<file path="config.mk">
export PLATFORM = sky130hd
export DESIGN_NAME = levenshtein_controller_wide
export DESIGN_NICKNAME = d
export VERILOG_FILES = /design/src/rtl/levenshtein_pkg.sv /design/src/rtl/levenshtein_controller_wide_myers_step.sv /design/src/rtl/levenshtein_controller_wide.sv
export SDC_FILE = /design/constraint.sdc
export NUM_CORES = 1
export LEC_CHECK = 0
export ABC_AREA = 1
export CORE_ASPECT_RATIO = 0.7
export CORE_MARGIN = 8
export CORE_UTILIZATION = 35
export CTS_BUF_LIST = sky130_fd_sc_hd__clkbuf_4 sky130_fd_sc_hd__clkbuf_8
export CTS_CLUSTER_DIAMETER = 30
export CTS_CLUSTER_SIZE = 20
export DETAILED_ROUTE_END_ITERATION = 10
export PLACE_DENSITY = 0.51
export SLEW_MARGIN = 25
export SYNTH_ARGS = -nofsm -noshare
export SYNTH_HDL_FRONTEND = slang
export SYNTH_SLANG_ARGS = --single-unit
</file>
<file path="constraint.sdc">
create_clock -name clk_i -period 20.7 [get_ports clk_i]
set_input_delay 4.14 -clock clk_i [delete_from_list [all_inputs] [get_ports clk_i]]
set_output_delay 4.14 -clock clk_i [all_outputs]
set_load 0.01 [all_outputs]
</file>
<file path="src/rtl/levenshtein_pkg.sv">
// Shared definitions for the wide Levenshtein dictionary search controller.
// Latency: n/a (constants and types only).
// Backpressure: n/a.
package levenshtein_pkg;

  // Slave register map, decoded from wbs_adr_i[3:0]
  localparam logic [3:0] REG_CTRL       = 4'h0;
  localparam logic [3:0] REG_SRAM_CTRL  = 4'h1;
  localparam logic [3:0] REG_LENGTH     = 4'h2;
  localparam logic [3:0] REG_THRESHOLD  = 4'h3;
  localparam logic [3:0] REG_DISTANCE   = 4'h4;
  localparam logic [3:0] REG_INDEX_HI   = 4'h5;
  localparam logic [3:0] REG_INDEX_LO   = 4'h6;
  localparam logic [3:0] REG_MATCHES_HI = 4'h7;
  localparam logic [3:0] REG_MATCHES_LO = 4'h8;
  localparam logic [3:0] REG_BASE_HI    = 4'h9;
  localparam logic [3:0] REG_BASE_MID   = 4'hA;
  localparam logic [3:0] REG_BASE_LO    = 4'hB;

  // Dictionary stream markers
  localparam logic [7:0] WORD_TERMINATOR = 8'h00;
  localparam logic [7:0] DICT_TERMINATOR = 8'h01;

  localparam logic [23:0] DEFAULT_DICT_BASE = 24'h000400;

  typedef enum logic [1:0] {
    ST_IDLE      = 2'd0,
    ST_READ_DICT = 2'd1,
    ST_READ_VEC  = 2'd2,
    ST_STEP      = 2'd3
  } state_t;

endpackage

</file>
<file path="src/rtl/levenshtein_controller_wide_myers_step.sv">
// One Myers bit-parallel edit-distance column update.
// Latency: combinational, zero cycles.
// Backpressure: none; the caller decides when to register the results.
// Ports: i_pm/i_vp/i_vn  - match vector and current vertical delta vectors
//        i_mask          - one-hot bit marking the last pattern position
//        o_next_vp/o_next_vn - updated delta vectors
//        o_inc/o_dec     - distance moves up/down by one for this character
module myers_step #(
  parameter int BITVECTOR_WIDTH = 32
) (
  input  logic [BITVECTOR_WIDTH-1:0] i_pm,
  input  logic [BITVECTOR_WIDTH-1:0] i_vp,
  input  logic [BITVECTOR_WIDTH-1:0] i_vn,
  input  logic [BITVECTOR_WIDTH-1:0] i_mask,
  output logic [BITVECTOR_WIDTH-1:0] o_next_vp,
  output logic [BITVECTOR_WIDTH-1:0] o_next_vn,
  output logic                       o_inc,
  output logic                       o_dec
);

  localparam logic [BITVECTOR_WIDTH-1:0] ONE = {{(BITVECTOR_WIDTH-1){1'b0}}, 1'b1};

  logic [BITVECTOR_WIDTH-1:0] w_d0;
  logic [BITVECTOR_WIDTH-1:0] w_hp;
  logic [BITVECTOR_WIDTH-1:0] w_hn;
  logic [BITVECTOR_WIDTH-1:0] w_hp_sh;

  // Sums are kept at vector width; the carry out of the top bit is dropped.
  assign w_d0      = (((i_pm & i_vp) + i_vp) ^ i_vp) | i_pm | i_vn;
  assign w_hp      = i_vn | ~(w_d0 | i_vp);
  assign w_hn      = w_d0 & i_vp;
  // Shifting a 1 in at bit 0 models the top row growing by one per text
  // character, which yields a global (whole-word) edit distance.
  assign w_hp_sh   = (w_hp << 1) | ONE;
  assign o_next_vp = (w_hn << 1) | ~(w_d0 | w_hp_sh);
  assign o_next_vn = w_d0 & w_hp_sh;
  assign o_inc     = |(w_hp & i_mask);
  assign o_dec     = |(w_hn & i_mask);

endmodule

</file>
<file path="src/rtl/levenshtein_controller_wide.sv">
// Scans a byte dictionary over a Wishbone master and scores each word against a pattern.
// Latency: per char 1 dict read + BITVECTOR_WIDTH/8 vector reads + 1 step cycle.
// Backpressure: master reads stall until ack/err/rty; slave acks one cycle after each strobe.
// Ports: clk_i/rst_i clock and async active-high reset; wbm_* byte-wide read-only
//        Wishbone master to SRAM; wbs_* byte-wide Wishbone slave register file;
//        sram_config mirrors SRAM_CTRL[1:0].
module levenshtein_controller_wide #(
  parameter int MASTER_ADDR_WIDTH = 24,
  parameter int SLAVE_ADDR_WIDTH  = 24,
  parameter int BITVECTOR_WIDTH   = 32,
  parameter int ID_WIDTH          = 16,
  parameter int VECTOR_BASE       = 'h200
) (
  input  logic                         clk_i,
  input  logic                         rst_i,
  output logic                         wbm_cyc_o,
  output logic                         wbm_stb_o,
  output logic [MASTER_ADDR_WIDTH-1:0] wbm_adr_o,
  output logic                         wbm_we_o,
  output logic [7:0]                   wbm_dat_o,
  input  logic                         wbm_ack_i,
  input  logic                         wbm_err_i,
  input  logic                         wbm_rty_i,
  input  logic [7:0]                   wbm_dat_i,
  input  logic                         wbs_cyc_i,
  input  logic                         wbs_stb_i,
  input  logic                         wbs_we_i,
  input  logic [SLAVE_ADDR_WIDTH-1:0]  wbs_adr_i,
  input  logic [7:0]                   wbs_dat_i,
  output logic                         wbs_ack_o,
  output logic                         wbs_err_o,
  output logic                         wbs_rty_o,
  output logic [7:0]                   wbs_dat_o,
  output logic [1:0]                   sram_config
);

  import levenshtein_pkg::*;

  localparam int MAW = MASTER_ADDR_WIDTH;
  localparam int W   = BITVECTOR_WIDTH;
  localparam int NB  = BITVECTOR_WIDTH / 8;
  localparam logic [2:0] K_LAST = 3'(NB - 1);
  localparam logic [7:0] LMAX   = 8'(W - 1);

  state_t r_state;
  state_t w_state_next;

  logic           r_busy, r_done, r_error;
  logic           r_cyc;
  logic           r_wbs_ack;
  logic [1:0]     r_sram_cfg;
  logic [7:0]     r_length;     // pattern length - 1
  logic [7:0]     r_threshold;
  logic [7:0]     r_best_dist;
  logic [7:0]     r_d;
  logic [7:0]     r_ch;
  logic [2:0]     r_k;
  logic [ID_WIDTH-1:0] r_idx, r_best_idx, r_matches;
  logic [23:0]    r_dict_base;
  logic [MAW-1:0] r_addr;
  logic [W-1:0]   r_pm, r_vp, r_vn;

  logic           w_slv_req, w_slv_wr, w_start, w_abort;
  logic           w_m_ack, w_m_fail;
  logic [7:0]     w_len_wr;
  logic [7:0]     w_d_init;
  logic [W-1:0]   w_vp_init, w_mask;
  logic [W-1:0]   w_next_vp, w_next_vn;
  logic           w_inc, w_dec;
  logic [MAW-1:0] w_vec_adr;
  logic [MAW-1:0] w_adr;
  logic [7:0]     w_rdat;
  logic [15:0]    w_best_idx16, w_matches16;
  logic           w_unused;

  // ---------------- slave side decode ----------------
  assign w_slv_req = wbs_cyc_i & wbs_stb_i & ~r_wbs_ack;
  assign w_slv_wr  = w_slv_req & wbs_we_i;
  assign w_start   = w_slv_wr & (wbs_adr_i[3:0] == REG_CTRL) &  wbs_dat_i[0];
  assign w_abort   = w_slv_wr & (wbs_adr_i[3:0] == REG_CTRL) & ~wbs_dat_i[0];
  assign w_len_wr  = (wbs_dat_i >= 8'(W)) ? LMAX : wbs_dat_i;

  // Master terminations only count while a cycle is actually outstanding.
  assign w_m_ack  = r_cyc & wbm_ack_i;
  assign w_m_fail = r_cyc & (wbm_err_i | wbm_rty_i);

  // ---------------- per-word Myers initial state ----------------
  assign w_d_init  = r_length + 8'd1;
  assign w_vp_init = {W{1'b1}} >> (LMAX - r_length);
  assign w_mask    = {{(W-1){1'b0}}, 1'b1} << r_length;

  assign w_vec_adr = MAW'(VECTOR_BASE) + MAW'(r_ch) * MAW'(NB) + MAW'(r_k);

  myers_step #(.BITVECTOR_WIDTH(W)) u_step (
    .i_pm      (r_pm),
    .i_vp      (r_vp),
    .i_vn      (r_vn),
    .i_mask    (w_mask),
    .o_next_vp (w_next_vp),
    .o_next_vn (w_next_vn),
    .o_inc     (w_inc),
    .o_dec     (w_dec)
  );

  // ---------------- FSM ----------------
  always_ff @(posedge clk_i or posedge rst_i) begin
    if (rst_i) r_state <= ST_IDLE;
    else       r_state <= w_state_next;
  end

  always_comb begin
    w_state_next = r_state;
    if (w_start) begin
      w_state_next = ST_READ_DICT;
    end else if (w_abort) begin
      w_state_next = ST_IDLE;
    end else begin
      case (r_state)
        ST_READ_DICT: begin
          if (w_m_fail) begin
            w_state_next = ST_IDLE;
          end else if (w_m_ack) begin
            if (wbm_dat_i == DICT_TERMINATOR)      w_state_next = ST_IDLE;
            else if (wbm_dat_i != WORD_TERMINATOR) w_state_next = ST_READ_VEC;
          end
        end
        ST_READ_VEC: begin
          if (w_m_fail)                       w_state_next = ST_IDLE;
          else if (w_m_ack && r_k == K_LAST)  w_state_next = ST_STEP;
        end
        ST_STEP: w_state_next = ST_READ_DICT;
        default: w_state_next = r_state;
      endcase
    end
  end

  // ---------------- datapath / search state ----------------
  always_ff @(posedge clk_i or posedge rst_i) begin
    if (rst_i) begin
      r_busy      <= 1'b0;
      r_done      <= 1'b0;
      r_error     <= 1'b0;
      r_cyc       <= 1'b0;
      r_sram_cfg  <= 2'b0;
      r_length    <= 8'h00;
      r_threshold <= 8'h00;
      r_best_dist <= 8'hFF;
      r_d         <= 8'h00;
      r_ch        <= 8'h00;
      r_k         <= 3'd0;
      r_idx       <= '0;
      r_best_idx  <= '0;
      r_matches   <= '0;
      r_dict_base <= DEFAULT_DICT_BASE;
      r_addr      <= '0;
      r_pm        <= '0;
      r_vp        <= '0;
      r_vn        <= '0;
    end else begin
      if (w_slv_wr) begin
        case (wbs_adr_i[3:0])
          REG_SRAM_CTRL: r_sram_cfg          <= wbs_dat_i[1:0];
          REG_LENGTH:    r_length            <= w_len_wr;
          REG_THRESHOLD: r_threshold         <= wbs_dat_i;
          REG_BASE_HI:   r_dict_base[23:16]  <= wbs_dat_i;
          REG_BASE_MID:  r_dict_base[15:8]   <= wbs_dat_i;
          REG_BASE_LO:   r_dict_base[7:0]    <= wbs_dat_i;
          default: ;
        endcase
      end

      // Start/abort win over any master termination in the same cycle.
      if (w_start) begin
        r_busy      <= 1'b1;
        r_done      <= 1'b0;
        r_error     <= 1'b0;
        r_cyc       <= 1'b0;
        r_addr      <= r_dict_base[MAW-1:0];
        r_idx       <= '0;
        r_matches   <= '0;
        r_best_dist <= 8'hFF;
        r_best_idx  <= '0;
        r_vp        <= w_vp_init;
        r_vn        <= '0;
        r_d         <= w_d_init;
      end else if (w_abort) begin
        r_busy <= 1'b0;
        r_cyc  <= 1'b0;
      end else begin
        case (r_state)
          ST_READ_DICT, ST_READ_VEC: begin
            if (!r_cyc) begin
              // One idle cycle after entering (or re-entering) a read state.
              r_cyc <= 1'b1;
            end else if (w_m_fail) begin
              r_cyc   <= 1'b0;
              r_busy  <= 1'b0;
              r_error <= 1'b1;
            end else if (w_m_ack) begin
              r_cyc <= 1'b0;
              if (r_state == ST_READ_DICT) begin
                if (wbm_dat_i == WORD_TERMINATOR) begin
                  if (r_d < r_best_dist) begin
                    r_best_dist <= r_d;
                    r_best_idx  <= r_idx;
                  end
                  if (r_d <= r_threshold && r_matches != {ID_WIDTH{1'b1}})
                    r_matches <= r_matches + 1'b1;
                  r_idx  <= r_idx + 1'b1;
                  r_vp   <= w_vp_init;
                  r_vn   <= '0;
                  r_d    <= w_d_init;
                  r_addr <= r_addr + 1'b1;
                end else if (wbm_dat_i == DICT_TERMINATOR) begin
                  r_busy <= 1'b0;
                  r_done <= 1'b1;
                end else begin
                  r_ch   <= wbm_dat_i;
                  r_k    <= 3'd0;
                  r_addr <= r_addr + 1'b1;
                end
              end else begin
                // Vector bytes arrive most-significant first.
                r_pm <= (r_pm << 8) | W'(wbm_dat_i);
                r_k  <= r_k + 3'd1;
              end
            end
          end
          ST_STEP: begin
            r_vp <= w_next_vp;
            r_vn <= w_next_vn;
            if (w_inc) begin
              if (r_d != 8'hFF) r_d <= r_d + 8'd1;
            end else if (w_dec) begin
              if (r_d != 8'h00) r_d <= r_d - 8'd1;
            end
          end
          default: ;
        endcase
      end
    end
  end

  always_ff @(posedge clk_i or posedge rst_i) begin
    if (rst_i) r_wbs_ack <= 1'b0;
    else       r_wbs_ack <= wbs_cyc_i & wbs_stb_i & ~r_wbs_ack;
  end

  // ---------------- outputs ----------------
  always_comb begin
    w_adr = '0;
    case (r_state)
      ST_READ_DICT: w_adr = r_addr;
      ST_READ_VEC:  w_adr = w_vec_adr;
      default:      w_adr = '0;
    endcase
  end

  assign w_best_idx16 = 16'(r_best_idx);
  assign w_matches16  = 16'(r_matches);

  always_comb begin
    w_rdat = 8'h00;
    case (wbs_adr_i[3:0])
      REG_CTRL:       w_rdat = {5'b0, r_error, r_done, r_busy};
      REG_SRAM_CTRL:  w_rdat = {6'b0, r_sram_cfg};
      REG_LENGTH:     w_rdat = r_length;
      REG_THRESHOLD:  w_rdat = r_threshold;
      REG_DISTANCE:   w_rdat = r_best_dist;
      REG_INDEX_HI:   w_rdat = w_best_idx16[15:8];
      REG_INDEX_LO:   w_rdat = w_best_idx16[7:0];
      REG_MATCHES_HI: w_rdat = w_matches16[15:8];
      REG_MATCHES_LO: w_rdat = w_matches16[7:0];
      REG_BASE_HI:    w_rdat = r_dict_base[23:16];
      REG_BASE_MID:   w_rdat = r_dict_base[15:8];
      REG_BASE_LO:    w_rdat = r_dict_base[7:0];
      default:        w_rdat = 8'h00;
    endcase
  end

  // Upper slave address bits and any dict-base bits above the master width are ignored.
  assign w_unused = ^{wbs_adr_i, r_dict_base};

  assign wbm_cyc_o   = r_cyc;
  assign wbm_stb_o   = r_cyc;
  assign wbm_adr_o   = w_adr;
  assign wbm_we_o    = 1'b0;
  assign wbm_dat_o   = 8'h00;
  assign wbs_ack_o   = r_wbs_ack;
  assign wbs_err_o   = 1'b0;
  assign wbs_rty_o   = 1'b0;
  assign wbs_dat_o   = w_rdat;
  assign sram_config = r_sram_cfg;

endmodule

</file>
==> results of run 1 <==
[cell usage in the layout (no fill, tap or decap), types with 11 or more instances in the layout]
cell type                         instances
sky130_fd_sc_hd__nor3_1                  39
sky130_fd_sc_hd__nor4_1                  14
sky130_fd_sc_hd__clkinv_2                11
sky130_fd_sc_hd__xor2_1                  21
sky130_fd_sc_hd__o211ai_1                24
sky130_fd_sc_hd__nand3_1                175
sky130_fd_sc_hd__nor2_2                  21
sky130_fd_sc_hd__o221ai_1                14
sky130_fd_sc_hd__o21ai_0                222
sky130_fd_sc_hd__o22ai_1                 40
sky130_fd_sc_hd__a21oi_1                 73
sky130_fd_sc_hd__clkdlybuf4s50_1         64
sky130_fd_sc_hd__inv_1                  345
sky130_fd_sc_hd__conb_1                  11
sky130_fd_sc_hd__ha_1                    35
sky130_fd_sc_hd__nand4_1                 36
sky130_fd_sc_hd__a221oi_1                12
sky130_fd_sc_hd__nand2_1                585
sky130_fd_sc_hd__nor2_1                 216
sky130_fd_sc_hd__nand2_2                 13
sky130_fd_sc_hd__clkbuf_8                72
sky130_fd_sc_hd__dfrtp_1                235
sky130_fd_sc_hd__a22oi_1                 22
sky130_fd_sc_hd__inv_2                   42
[cell type report]
type / count / area (um2) / area share
Clock buffer: 78 / 1036 / 0.05462
Timing Repair Buffer: 72 / 708.2 / 0.03734
Tap cell: 612 / 765.7 / 0.04037
Clock inverter: 34 / 469.2 / 0.02474
Inverter: 391 / 1476 / 0.07785
Sequential cell: 244 / 6117 / 0.3225
Multi-Input combinational cell: 1668 / 8393 / 0.4425
[metrics by stage]
stage          power [uW]  cell area [um2]  hold slack [ns]
3_3_place_gp         1687            17450           0.4263
4_1_cts              2433            18960           0.4405
6_report             2430            18970           0.4356
2_1_floorplan        1366            16310           0.4320
5_1_grt              2606            18970           0.4572
3_5_place_dp         1691            17450           0.4343
[registers in the layout, indices dropped and copies added (netlist names), 16 cells and up]
register,cells
r_pm,32
r_vn,32
r_vp,32
r_addr,24
r_dict_base,24
r_best_idx,16
r_idx,16
r_matches,16
[how the worst min path moves through the flow]
stage | from | end | slack [ns] | cells after the start
floorplan | r_idx[14] | r_idx[14] | 0.43 | 1
global placement | wbs_ack_o | wbs_ack_o | 0.43 | 1
detailed placement | wbs_ack_o | wbs_ack_o | 0.43 | 1
CTS | wbs_ack_o | wbs_ack_o | 0.44 | 1
global route | wbs_ack_o | wbs_ack_o | 0.46 | 1
finish | wbs_ack_o | wbs_ack_o | 0.44 | 1
[routing by layer]
metal,share of wire,up-vias
met5,0,-
met4,0.018,0
met3,0.091,86
met2,0.37,627
met1,0.52,7877
li1,-,7918
[logic make-up (layout without fill, tap and decap cells)]
| family | Yosys count | after routing |
|---|---|---|
| multiplexers | 1 | 1 |
| XOR/XNOR | 25 | 25 |
| AND/OR/NAND/NOR | 1134 | 1134 |
| flip-flops | 244 | 244 |
| buffers and inverters | 463 | 575 |
| other | 1 | 11 |
| adder cells (fa/ha/maj) | 36 | 36 |
| AO/OA/AOI/OAI | 461 | 461 |
[power by group]
part	internal (uW)	switching (uW)	total (uW)	leakage, uW
sequential	597	150	746	0.00304
combinational	313	644	957	0.00538
clock	457	270	727	0.000751
[worst max-delay path, cell delays in order]
cell,delay [ns]
sky130_fd_sc_hd__clkdlybuf4s50_1,0.54
sky130_fd_sc_hd__inv_1,0.09
sky130_fd_sc_hd__nor2_1,0.21
sky130_fd_sc_hd__inv_1,0.09
sky130_fd_sc_hd__nor2_1,0.40
sky130_fd_sc_hd__inv_1,0.18
sky130_fd_sc_hd__o21ai_0,0.18
sky130_fd_sc_hd__a221oi_1,0.10
sky130_fd_sc_hd__o2111ai_1,0.17
sky130_fd_sc_hd__clkdlybuf4s50_1,0.59
==> out/summary.log, run 1 <==
[status] result of the run completed
[floorplan] core area 46160 um2
[detailed_routing] detailed-routing iteration count for the pre-antenna-repair pass 5
[detailed_routing] per-cell via count in the routed design 5.327
[critical_path] type of destination of the critical path primary output
[cts] buffer depth of the longest clock path 3
[timing] max-slew violations 0
[yosys] multiplexer share of the synthesized area 0.0006151
[global_route] largest net degree at the start of global routing 100
[floorplan] starting density of the core 0.3526
[yosys] ranking of synthesized cells by instance count sky130_fd_sc_hd__nand2_1, sky130_fd_sc_hd__inv_1, sky130_fd_sc_hd__dfrtp_1
[cts] library cell used as clock root buffer sky130_fd_sc_hd__clkbuf_8
[place] buffers added on ports 64
[cts] Gates resized, CTS repair 0
[floorplan] io pins 96
[pwr] pwr dens 128.1 nW/um2
[timing] post-layout min period 10.83 ns
[timing] final total negative setup slack 0 ns
[critical_path] Arrival @ worst endpoint 6.69 ns
[cts] clock latency of the later-clocked register in the worst-skew pair 0.65 ns
[cts] TritonCTS clock tree done
[critical_path] Worst R2R Start wbs_ack_o
[global_route] met2 Resource Use GR 0.2727
[global_route] vias in the first global route 15240
[cells_and_area] layout cells sized above 1 0.09530
[detailed_routing] remaining routing DRC violations 0
[yosys] distinct cell type count of the synthesized netlist 58
[yosys] Gate Count Post-Synth 2365
[timing] maximum operating frequency 92.31 MHz
[critical_path] critical path peak fanout 6
[timing] tightest slew margin relative to the limit 0.3197
[place] RD Place Congestion 0.9890
[global_route] first-pass GRT wire length 92.27 mm
[floorplan] die span in y 196.4 um
[yosys] most area-consuming cells after synthesis sky130_fd_sc_hd__dfrtp_1, sky130_fd_sc_hd__nand2_1, sky130_fd_sc_hd__inv_1, sky130_fd_sc_hd__o21ai_0, sky130_fd_sc_hd__nand3_1
[timing] slew of the pin with the lowest slew margin 1.020 ns
[place] worst slack, placed 9.930 ns
[floorplan] number of standard-cell rows in the floorplan 66
[cts] clock buffer count from CTS 60
[global_route] aggregate global routing overflow 0
[yosys] cell taking the most area after synthesis sky130_fd_sc_hd__dfrtp_1
[yosys] number of enable-type register cells in the synthesized netlist 0
[flow_run] MaxCap Viol Count 0
[cells_and_area] Antenna Cells 0
[timing] setup repair after global routing missed its margin false
[timing] period utilization 0.5233
[timing] count of endpoints failing setup in the final report 0
[cts] count of hold buffers inserted by post-cts repair 0
[global_route] GR Util met3 0.04613
[critical_path] endpoint of the most critical setup path wbs_dat_o[3]
[cells_and_area] post-layout instance count excluding filler cells 3099
[cts] Num Clock Sinks 244
[critical_path] RR Endpoint r_vp[1]
[yosys] simple-gate area share of the yosys netlist 0.3041
[yosys] share of synthesized area occupied by flip-flops and latches 0.3759
[yosys] prevailing post-synth register cell sky130_fd_sc_hd__dfrtp_1
[global_route] most used routing layer met1
[detailed_routing] routed vias 16510
[critical_path] critical path startpoint wbs_adr_i[1]
[cells_and_area] total of fill cells in the finished design 4866
[yosys] synthesized cell area 16270 um2
[yosys] most repeated cell in the gate-level netlist after synthesis sky130_fd_sc_hd__nand2_1
[yosys] fraction of synthesized cell area in xor and xnor cells 0.01345
[yosys] Async SR Flop Fraction 1.000
[critical_path] slack of the worst reg-to-reg path 14.59 ns
[cts] clock transition at the register clock pins on the worst setup and hold paths after CTS 0.05 ns
[critical_path] startpoint-to-endpoint class of the critical path in -> out
[cells_and_area] final core occ 0.4109
[critical_path] startpoint kind of the worst setup timing path input port
[place] post-DP HPWL 45.61 mm
[detailed_routing] number of nets with antenna violations after routing 0
[detailed_routing] post-detailed-route wirelength per cell 19.29 um
[min_path] min-delay worst type reg -> reg
[yosys] Ys Warns 0
[yosys] Synth Area in Compound Gates 0.1663
[pwr] Peak VDD IR 0.04760 mV
[yosys] dominant combinational cell family by area after synthesis simple AND/OR/NAND/NOR gates
[floorplan] chip width 273.7 um
[cells_and_area] Final Net Count 2521
[place] Cells after DPL 2987
[global_route] met1 usage in global routing 0.3637
[timing] worst clock skew 0.04859 ns
[cts] Post-CTS Setup Inserts 0
[yosys] flops & latches, synth 244
[yosys] average instance area after synthesis 6.881 um2
[cts] Clock H-tree levels 2
[detailed_routing] Iter 0 DRT Violations 1890
[critical_path] worst r2r path cells 15
[timing] final hold violation count 0
[floorplan] floorplan die area 53760 um2
[pwr] leak pwr 0.009175 uW
[yosys] fraction of the mapped netlist area in adder cells 0.02814
[critical_path] CP Data Required Time 16.56 ns
[global_route] all-layer global routing usage 0.2181
[cells_and_area] area added between synthesis and finish 16.54%
[yosys] top-area cell type share of the netlist area 0.3613
[detailed_routing] Routed WL 59.78 mm
[global_route] number of antenna violations at the first check in global routing 0
[timing] worst-case setup margin in the final layout 9.867 ns
Note: power is estimated with default switching activity, not from simulation.
==> run 2, diff against run 1 <==
clock period = 11.3 ns   (was 20.7 ns; I/O delays follow)
==> out/summary.log, run 2 (synthesized netlist as in run 1, its figures left out) <==
[timing] worst-case setup margin in the final layout 3.972 ns [was 9.867 ns]
[detailed_routing] remaining routing DRC violations 0 [unchanged]
[status] result of the run completed [unchanged]
[cts] Gates resized, CTS repair 0 [unchanged]
[floorplan] io pins 96 [unchanged]
[pwr] switching part of the total power 0.4416 [was 0.4377]
[cts] clock latency of the later-clocked register in the worst-skew pair 0.66 ns [was 0.65 ns]
[timing] worst clock skew 0.03005 ns [was 0.04859 ns]
[pwr] switching power summed over all nets 1939 uW [was 1064 uW]
[cts] Post-CTS Setup Inserts 0 [unchanged]
[cells_and_area] top library cells by usage in the layout, fill and taps aside sky130_fd_sc_hd__nand2_1, sky130_fd_sc_hd__inv_1, sky130_fd_sc_hd__dfrtp_1 [unchanged]
[timing] final hold violation count 0 [unchanged]
[timing] setup repair after global routing missed its margin false [unchanged]
[critical_path] cell with the most instances on the worst path sky130_fd_sc_hd__inv_2 [was sky130_fd_sc_hd__inv_1]
[critical_path] type of destination of the critical path flop [was primary output]
[cells_and_area] commonest non-fill, non-tap cell in the layout sky130_fd_sc_hd__nand2_1 [unchanged]
[timing] max-slew violations 0 [unchanged]
[global_route] largest net degree at the start of global routing 127 [was 100]
[cells_and_area] layout cells sized above 1 0.09457 [was 0.09530]
[floorplan] die span in y 196.4 um [unchanged]
[timing] final total negative setup slack 0 ns [unchanged]
[cts] count of hold buffers inserted by post-cts repair 0 [unchanged]
[critical_path] stages on the worst setup path 18 [was 10]
[timing] slew of the pin with the lowest slew margin 1.029 ns [was 1.020 ns]
[critical_path] family of cells with the greatest summed delay on the critical path buffers and inverters [unchanged]
[detailed_routing] routed vias 16380 [was 16510]
[critical_path] CP cell instances clkdlybuf4s50_1 -> nor2_1 -> inv_2 -> nor2_4 -> inv_2 -> nor2_4 -> inv_2 -> nor2_8 -> inv_2 -> buf_4 -> o211ai_1 -> nand3_2 -> inv_2 -> buf_4 -> nand2_1 -> inv_2 -> o21ai_0 -> o221ai_1 [was clkdlybuf4s50_1 -> inv_1 -> nor2_1 -> inv_1 -> nor2_1 -> inv_1 -> o21ai_0 -> a221oi_1 -> o2111ai_1 -> clkdlybuf4s50_1]
[critical_path] CP Data Required Time 11.86 ns [was 16.56 ns]
[cts] Num Clock Sinks 244 [unchanged]
[place] post-DP HPWL 45.80 mm [was 45.61 mm]
[floorplan] starting density of the core 0.3526 [unchanged]
[timing] maximum operating frequency 136.5 MHz
[flow_run] MaxCap Viol Count 0 [unchanged]
[cts] buffer depth of the longest clock path 3 [unchanged]
[critical_path] startpoint kind of the worst setup timing path input port [unchanged]
[global_route] number of antenna violations at the first check in global routing 0 [unchanged]
[min_path] min-delay worst type reg -> reg [unchanged]
[cells_and_area] Antenna Cells 0 [unchanged]
[floorplan] number of standard-cell rows in the floorplan 66 [unchanged]
[global_route] first-pass GRT wire length 92.05 mm [was 92.27 mm]
[detailed_routing] per-cell via count in the routed design 5.290 [was 5.327]
[detailed_routing] Iter 0 DRT Violations 1698 [was 1890]
[detailed_routing] post-detailed-route wirelength per cell 19.25 um [was 19.29 um]
[critical_path] Arrival @ worst endpoint 7.89 ns [was 6.69 ns]
[cts] clock transition at the register clock pins on the worst setup and hold paths after CTS 0.05 ns [about the same]
[place] worst slack, placed 3.433 ns [was 9.930 ns]
[critical_path] max incr delay on CP 1.05 ns [was 0.59 ns]
[global_route] aggregate global routing overflow 0 [unchanged]
[timing] tightest slew margin relative to the limit 0.3128 [was 0.3197]
[timing] period utilization 0.6485
[pwr] internal cell power 2452 uW [was 1366 uW]
[cts] clock buffer count from CTS 60 [unchanged]
[detailed_routing] number of nets with antenna violations after routing 0 [unchanged]
[cells_and_area] registers with the most flip-flops r_pm: 32 flops, r_vn: 32 flops, r_vp: 32 flops [unchanged]
[cts] library cell used as clock root buffer sky130_fd_sc_hd__clkbuf_8 [unchanged]
[critical_path] startpoint-to-endpoint class of the critical path in -> reg [was in -> out]
[timing] post-layout min period 7.328 ns
[critical_path] buffers and inverters on the worst path 9 [was 5]
[critical_path] standard cell with the maximum stage delay on the critical path sky130_fd_sc_hd__inv_2 [was sky130_fd_sc_hd__clkdlybuf4s50_1]
[floorplan] chip width 273.7 um [unchanged]
[cts] Clock H-tree levels 2 [unchanged]
[global_route] all-layer global routing usage 0.2176 [was 0.2181]
[pwr] Peak VDD IR 0.08343 mV [was 0.04760 mV]
[pwr] Combinational Power Share 0.399 [was 0.394]
[detailed_routing] Routed WL 59.63 mm [was 59.78 mm]
[timing] count of endpoints failing setup in the final report 0 [unchanged]
[pwr] leak pwr 0.009133 uW [was 0.009175 uW]
[min_path] number of cells traversed by the worst hold path 1 [unchanged]
[place] buffers added on ports 64 [unchanged]
[critical_path] worst r2r path cells 11 [was 15]
[floorplan] core area 46160 um2 [unchanged]
[cts] TritonCTS clock tree done [unchanged]
[cells_and_area] area added between synthesis and finish 16.06% [was 16.54%]
[detailed_routing] detailed-routing iteration count for the pre-antenna-repair pass 6 [was 5]
[floorplan] floorplan die area 53760 um2 [unchanged]
[global_route] vias in the first global route 15150 [was 15240]
[cells_and_area] Final Net Count 2521 [unchanged]
[pwr] pwr dens 232.5 nW/um2 [was 128.1 nW/um2]
[critical_path] critical path peak fanout 83 [was 6]
[pwr] sequential fraction of design power 0.311 [was 0.307]
[pwr] share of total power in the clock network 0.290 [was 0.299]
[place] RD Place Congestion 0.9368 [was 0.9890]
run 2: changes by cell type in the layout (fill, tap and decap cells not counted), sizes merged:
cell and change:
bufinv -1, clkbuf -5, clkinv +1, clkinvlp +3
run 2: layout make-up:
cell class	instances	area, um2
inverters	391	1481
well taps	612	765.7
fillers	4894	27270
flip-flops and latches	244	6117
repair buffers	72	700.7
clock inverters	37	450.4
multi-input cells	1668	8393
clock buffers	73	979.7
run 2: path summary, 6_finish.rpt:
check,startpoint,end,slack [ns]
max,wbs_adr_i[0],r_vp[1],3.97
min,wbs_ack_o,wbs_ack_o,0.44
max reg2reg,r_state[1],r_vp[1],5.69
min reg2reg,wbs_ack_o,wbs_ack_o,0.44
max in group asynchronous,rst_i,r_best_idx[13],7.73
min in group asynchronous,rst_i,r_vn[6],2.14
run 2: metrics by stage:
| stage | area (um2) | hold slack [ns] | power [uW] | instances | util |
|---|---|---|---|---|---|
| floorplan | 16310 | 0.4320 | 2503 | 2375 | - |
| global placement | 17450 | 0.4326 | 3090 | 2987 | 0.3781 |
| detailed placement | 17450 | 0.4320 | 3097 | 2987 | 0.3781 |
| CTS | 18880 | 0.4387 | 4396 | 3097 | 0.4091 |
| global route | 18890 | 0.4548 | 4726 | 3097 | 0.4092 |
| finish | 18890 | 0.4385 | 4391 | 3097 | 0.4092 |
run 2: layer usage:
layer,global-route usage,wire (um)
met4,0.04661,1100
met1,0.3569,31330
met3,0.04940,5274
met2,0.2771,21930
met5,0,0
run 2: power groups by stage:
stage / logic (uW) / clock network, uW / registers [uW]
after floorplan: 1240 / 0 / 1260
after CTS: 1740 / 1300 / 1360
after global routing: 1980 / 1350 / 1400
final: 1750 / 1270 / 1370
after global placement: 1720 / 0 / 1370
after detailed placement: 1730 / 0 / 1370
